--- src/rtl/br_lite_inject_arbiter.sv ---
// br_pkg: broadcast flit format shared by the injection arbiter and its neighbours.
package br_pkg;
    localparam int unsigned BR_ADDR_W    = 16;
    localparam int unsigned BR_ID_W      = 8;
    localparam int unsigned BR_PAYLOAD_W = 32;

    typedef enum logic [1:0] {
        BR_SVC_ALL   = 2'd0,
        BR_SVC_TGT   = 2'd1,
        BR_SVC_CLEAR = 2'd2,
        BR_SVC_RSVD  = 2'd3
    } br_svc_e;

    typedef struct packed {
        br_svc_e                 service;
        logic [BR_ADDR_W-1:0]    source;
        logic [BR_ADDR_W-1:0]    target;
        logic [BR_ID_W-1:0]      id;
        logic [BR_PAYLOAD_W-1:0] payload;
    } br_data_t;
endpackage

// br_lite_inject_arbiter: round-robin arbiter injecting local broadcast flits
// into a router local input port over 4-phase handshakes.
//   clk_i, rst_i       clock, asynchronous active-high reset
//   src_flit_i         per-requester flit
//   src_req_i/ack_o    per-requester 4-phase handshake
//   local_busy_i       router busy; gates only the start of a new injection
//   flit_o/req_o/ack_i 4-phase handshake toward the router local input
//   inj_cnt_o          injected flits, wraps
//   rej_cnt_o          rejected flits (non-broadcast services), saturates
module br_lite_inject_arbiter
    import br_pkg::*;
#(
    parameter logic [15:0] ADDRESS = 16'h0000,
    parameter int unsigned NSRC    = 4
) (
    input  logic                  clk_i,
    input  logic                  rst_i,
    input  br_data_t [NSRC-1:0]   src_flit_i,
    input  logic     [NSRC-1:0]   src_req_i,
    output logic     [NSRC-1:0]   src_ack_o,
    input  logic                  local_busy_i,
    output br_data_t              flit_o,
    output logic                  req_o,
    input  logic                  ack_i,
    output logic     [15:0]       inj_cnt_o,
    output logic     [7:0]        rej_cnt_o
);

    localparam int unsigned IW = (NSRC > 1) ? $clog2(NSRC) : 1;

    typedef enum logic [2:0] {
        IDLE    = 3'd0,
        ARB     = 3'd1,
        SEND    = 3'd2,
        DROP    = 3'd3,
        SRC_ACK = 3'd4
    } state_t;

    state_t              state_q, state_n;
    logic [IW-1:0]       grant_q, grant_n;
    br_data_t            flit_q, flit_n;
    logic [BR_ID_W-1:0]  id_q, id_n;
    logic [15:0]         inj_q, inj_n;
    logic [7:0]          rej_q, rej_n;
    logic                req_q, req_n;
    logic [NSRC-1:0]     sack_q, sack_n;

    logic                rr_found;
    logic [IW-1:0]       rr_idx;

    // Round-robin search starting just above the last grant, wrapping around.
    always_comb begin
        rr_found = 1'b0;
        rr_idx   = grant_q;
        for (int unsigned i = 1; i <= NSRC; i++) begin
            if (!rr_found && src_req_i[IW'((32'(grant_q) + i) % NSRC)]) begin
                rr_found = 1'b1;
                rr_idx   = IW'((32'(grant_q) + i) % NSRC);
            end
        end
    end

    // Next-state and registered-output decode.
    always_comb begin
        state_n = state_q;
        grant_n = grant_q;
        flit_n  = flit_q;
        id_n    = id_q;
        inj_n   = inj_q;
        rej_n   = rej_q;

        case (state_q)
            IDLE: begin
                if ((|src_req_i) && !local_busy_i) begin
                    state_n = ARB;
                end
            end
            ARB: begin
                if (rr_found) begin
                    grant_n        = rr_idx;
                    flit_n         = src_flit_i[rr_idx];
                    flit_n.source  = ADDRESS;
                    flit_n.id      = id_q;
                    if ((flit_n.service == BR_SVC_ALL) || (flit_n.service == BR_SVC_TGT)) begin
                        state_n = SEND;
                    end else begin
                        state_n = SRC_ACK;
                        if (rej_q != 8'hFF) begin
                            rej_n = rej_q + 8'd1;
                        end
                    end
                end else begin
                    // Requester withdrew between IDLE and ARB; nothing to serve.
                    state_n = IDLE;
                end
            end
            SEND: begin
                if (ack_i) begin
                    state_n = DROP;
                end
            end
            DROP: begin
                if (!ack_i) begin
                    state_n = SRC_ACK;
                    id_n    = id_q + BR_ID_W'(1);
                    inj_n   = inj_q + 16'd1;
                end
            end
            SRC_ACK: begin
                if (!src_req_i[grant_q]) begin
                    state_n = IDLE;
                end
            end
            default: begin
                state_n = IDLE;
            end
        endcase

        req_n  = (state_n == SEND);
        sack_n = (state_n == SRC_ACK) ? (NSRC'(1) << grant_n) : '0;
    end

    // State and output registers.
    always_ff @(posedge clk_i or posedge rst_i) begin
        if (rst_i) begin
            state_q <= IDLE;
            grant_q <= IW'(NSRC - 1);
            flit_q  <= '0;
            id_q    <= '0;
            inj_q   <= '0;
            rej_q   <= '0;
            req_q   <= 1'b0;
            sack_q  <= '0;
        end else begin
            state_q <= state_n;
            grant_q <= grant_n;
            flit_q  <= flit_n;
            id_q    <= id_n;
            inj_q   <= inj_n;
            rej_q   <= rej_n;
            req_q   <= req_n;
            sack_q  <= sack_n;
        end
    end

    assign flit_o    = flit_q;
    assign req_o     = req_q;
    assign src_ack_o = sack_q;
    assign inj_cnt_o = inj_q;
    assign rej_cnt_o = rej_q;

endmodule

--- config.mk ---
export PLATFORM = sky130hd
export DESIGN_NAME = br_lite_inject_arbiter
export DESIGN_NICKNAME = d
export VERILOG_FILES = /design/src/rtl/br_lite_inject_arbiter.sv
export SDC_FILE = /design/constraint.sdc
export NUM_CORES = 1
export LEC_CHECK = 0
export ABC_AREA = 1
export BUFFER_PORTS_ARGS = -buffer_cell sky130_fd_sc_hd__buf_4
export CAP_MARGIN = 30
export CORE_AREA = 3 3 158 160
export CTS_BUF_LIST = sky130_fd_sc_hd__clkbuf_2 sky130_fd_sc_hd__clkbuf_4 sky130_fd_sc_hd__clkbuf_8
export CTS_CLUSTER_DIAMETER = 50
export CTS_CLUSTER_SIZE = 24
export DETAILED_ROUTE_END_ITERATION = 7
export DIE_AREA = 0 0 161 163
export GPL_ROUTABILITY_DRIVEN = 0
export PLACE_DENSITY_LB_ADDON = 0.1
export SKIP_LAST_GASP = 1
export SYNTH_ARGS = -nofsm -noshare
export SYNTH_HDL_FRONTEND = slang
export SYNTH_SLANG_ARGS = --single-unit
--- constraint.sdc ---
create_clock -name clk_i -period 2.6 [get_ports clk_i]
set_clock_uncertainty 0.1 [all_clocks]
set_input_delay 0.13 -clock clk_i [delete_from_list [all_inputs] [get_ports clk_i]]
set_output_delay 0.13 -clock clk_i [all_outputs]
set_load 0.02 [all_outputs]
==> results.py <==
metrics = {
    "sta": {
        "min_period_ns": 2.38,
        "clock.fmax_ghz": 0.421,
        "worst_hold_slack_ns": 0.0198,
        "finalMaxSlewViolations": 0,
        "fin_crit_sh_pct": 91.4,
        "hold_violations": 0,
        "rsz0062_at_grt": "true",
        "tightest_slew_ns": 0.529,
        "fin_ws_ns": 0.223,
        "maxSlewHeadroom_pct": 64.7,
        "finalSetupViolCount": 0,
        "timing.setup.tns_ns": 0,
    },
    "routing": {
        "drt_iter0_drc": 454,
        "ant_nets": 0,
        "viasPerCell": 4.38,
        "wl_per_cell_um": 15.1,
        "route.detailed.drc": 0,
        "routed_wirelength_um": 24100,
        "firstDrtPassIters": 4,
        "vias": 6970,
    },
    "pwr": {
        "clock_power_share_pct": 10.2,
        "p_comb_share_pct": 69.0,
        "leakagePower_nw": 5.39,
        "total_power_mw": 12.3,
        "p_int_mw": 5.90,
        "switching_power_mw": 6.41,
        "ir_drop_v": 0.000915,
        "swShare_pct": 52.1,
        "p_per_area_mw_per_mm2": 1200,
        "seq_power_share_pct": 20.8,
    },
    "floorplan": {
        "coreArea_mm2": 0.0235,
        "initial_core_util_pct": 25.6,
        "die_w_um": 161,
        "core.rowCount": 56,
        "io_pins": 407,
        "die-area_mm2": 0.0262,
        "die_y_um": 163,
    },
    "critical_path": {
        "cp-start-kind": "flop",
        "cp_max_fo": 23,
        "reg2reg_depth": 13,
        "reg2reg_to": "flit_o[2]",
        "critPathMaxStageDelay_ns": 0.60,
        "path_cells": "buf_4, nand2_1, nand2_1, nand2_2, nand2_2, inv_2, nand3_1, nand3_2, nand2_4, buf_4, nand3_1, nand3_1, nand2_1",
        "crit_arrival_ns": 2.54,
        "timing.rr.start": "grant_q[0]",
        "crit_buf_inv": 3,
        "cp.required_ns": 2.76,
        "crit_slowest_cell": "dfstp_2",
        "cp.depth": 13,
        "cp_top_family": "simple AND/OR/NAND/NOR gates",
        "path_class": "flop to flop",
        "r2r_slack_ns": 0.22,
        "worst_setup_path_end_kind": "flop",
    },
    "clocking": {
        "cts_max_path_buffers": 2,
        "cts.clk_slew.worst_paths_ns": 0.11,
        "post_cts_buffers": 0,
        "cts_buffers": 9,
        "cts_tree": "built",
        "cts_max_level": 3,
        "clk_latency_ns": 0.37,
        "clkSinkCount": 100,
        "cts.root.buffer_cell": "clkbuf_8",
    },
    "global_routing": {
        "grt.met3_usage_pct": 4.12,
        "grt.total_usage_pct": 17.7,
        "grt_pass1_wl_um": 37600,
        "grt_use_met1_pct": 22.1,
        "grt_busiest_layer": "met2",
        "gr-total-overflow": 0,
        "grt_start_max_net_pins": 66,
        "antenna_found_initial": 1,
        "grt_pass1_vias": 7127,
        "met2_usage_pct": 30.7,
    },
    "hold_path": {
        "hp-start": "src_flit_i[250]",
        "whs_path_depth": 5,
        "whs_endpoint": "flit_o[28]",
        "min_path_type": "input pin to flop",
    },
    "finish": {
        "nets": 1575,
        "utilization_pct": 43.6,
        "area_growth_pct": 69.8,
        "fin_cells": 1593,
        "final_area_mm2": 0.0103,
        "drive_gt1_share_pct": 28.0,
    },
    "run_status": {
        "outcome": "complete, no violations",
    },
    "synthesis": {
        "netlist_instances": 850,
        "syn_area_mm2": 0.00604,
        "synth_edf_count": 0,
        "ys_ff_latch": 100,
        "ys.warnings.count": 0,
        "async_reset_ff_share_pct": 100,
        "synth_flop_cell": "dfrtp_1",
        "yosysSeqAreaShare_pct": 41.5,
        "synth_cell_type_count": 32,
        "avgSynthCellArea_um2": 7.10,
    },
    "placement": {
        "portBuffers": 294,
        "placed_area_mm2": 0.00853,
        "dp_cells": 1431,
        "place_ws_ns": 0.218,
        "hpwlAfterDp_um": 16700,
    },
    "run": {
        "max_cap_violations": 0,
    },
}
state kept, by name, summed over array words and instances, names as in the netlist:
| name | cells |
|---|---|
| grant_q | 2 |
| inj_cnt_o | 16 |
| state_q | 3 |
| req_o | 1 |
| rej_cnt_o | 8 |
| flit_o | 58 |
| src_ack_o | 4 |
| id_q | 8 |
power by group through the flow:
stage	combinational [mW]	sequential, mW	clock (mW)
after floorplan	5.12	3.13	0
after global placement	8.41	2.58	0
after detailed placement	8.40	2.59	0
after CTS	8.62	2.56	1.31
after global routing	9.53	2.64	1.38
final	8.50	2.56	1.26
cell usage in the layout, fill, tap and decap left out, types with 2 or more instances in the layout:
master and count:
dfstp_2 2, inv_2 6, a21oi_1 8, ha_1 3, bufinv_16 3, inv_1 24, nand4_1 17, o21ai_0 5
clkbuf_8 9, nor3_1 4, nand2_1 383, nor2_1 11, nand2_2 10, buf_12 7, nand3_1 169, buf_6 3
buf_4 301, dlygate4sd3_1 145, xnor2_1 10, conb_1 16, o21ai_1 2, xor2_1 17, inv_6 3, nand2_4 4
dfrtp_1 98, clkinvlp_4 2, nand3_2 3
tightest hold or removal path, stage by stage:
cell	delay (ns)
buf_4	0.07
nand2_1	0.04
nand3_1	0.08
nand3_1	0.07
nand2_1	0.06
layer usage:
| layer | up-vias | wire, µm | share of wire [%] |
|---|---|---|---|
| met5 | - | 0 | 0 |
| met2 | 223 | 11800 | 49 |
| met4 | 0 | 323 | 1.3 |
| li1 | 3530 | - | - |
| met3 | 19 | 1710 | 7.1 |
| met1 | 3198 | 10300 | 43 |
timing repair:
item / 4_1_cts / 5_1_grt
hold buffers: 145 / 0
hold endpoints to repair: 144 / 0
gates resized for setup: 0 / 4
endpoints found under the setup margin: 0 / 6
worst max-delay path by stage:
stage	from	endpoint	slack, ns
after floorplan	grant_q[1]	flit_o[16]	0.58
after CTS	grant_q[0]	flit_o[17]	0.18
after global placement	grant_q[0]	flit_o[17]	0.24
final	grant_q[0]	flit_o[2]	0.22
after detailed placement	grant_q[0]	flit_o[17]	0.22
after global routing	grant_q[0]	flit_o[7]	-0.02
logic make-up after synthesis:
family | after synthesis | share of synthesized area [%]
AO/OA/AOI/OAI | 17 | 1.55
XOR/XNOR | 27 | 3.92
flip-flops | 100 | 41.5
adder cells (fa/ha/maj) | 3 | 0.622
other | 1 | 0.0621
AND/OR/NAND/NOR | 606 | 43.8
buffers and inverters | 96 | 8.58
area by class of cell:
cell class	count	area (µm²)
antenna	1	2.50
clock buffer	9	124
clock inverter	7	131
fill	2417	13300
inverter	32	129
multi-input combinational	669	3080
sequential	100	2500
tap	319	399
timing repair buffer	456	3880
synthesized netlist by cell type, types with 2 or more instances:
cell type / count / area [µm²]
a21oi_1: 8 / 40.0
buf_1: 6 / 22.5
buf_2: 25 / 125
buf_4: 19 / 143
buf_6: 7 / 78.8
clkbuf_1: 7 / 26.3
dfrtp_1: 98 / 2450
dfstp_2: 2 / 52.6
ha_1: 3 / 37.5
inv_1: 26 / 97.6
inv_2: 5 / 18.8
nand2_1: 384 / 1440
nand2_2: 10 / 62.6
nand2_4: 3 / 33.8
nand3_1: 169 / 846
nand3_2: 3 / 30.0
nand4_1: 17 / 106
nor2_1: 11 / 41.3
nor3_1: 4 / 20.0
o21ai_0: 5 / 25.0
o21ai_1: 2 / 10.0
xnor2_1: 10 / 87.6
xor2_1: 17 / 149
No activity file was read; power rests on OpenSTA's default activity.
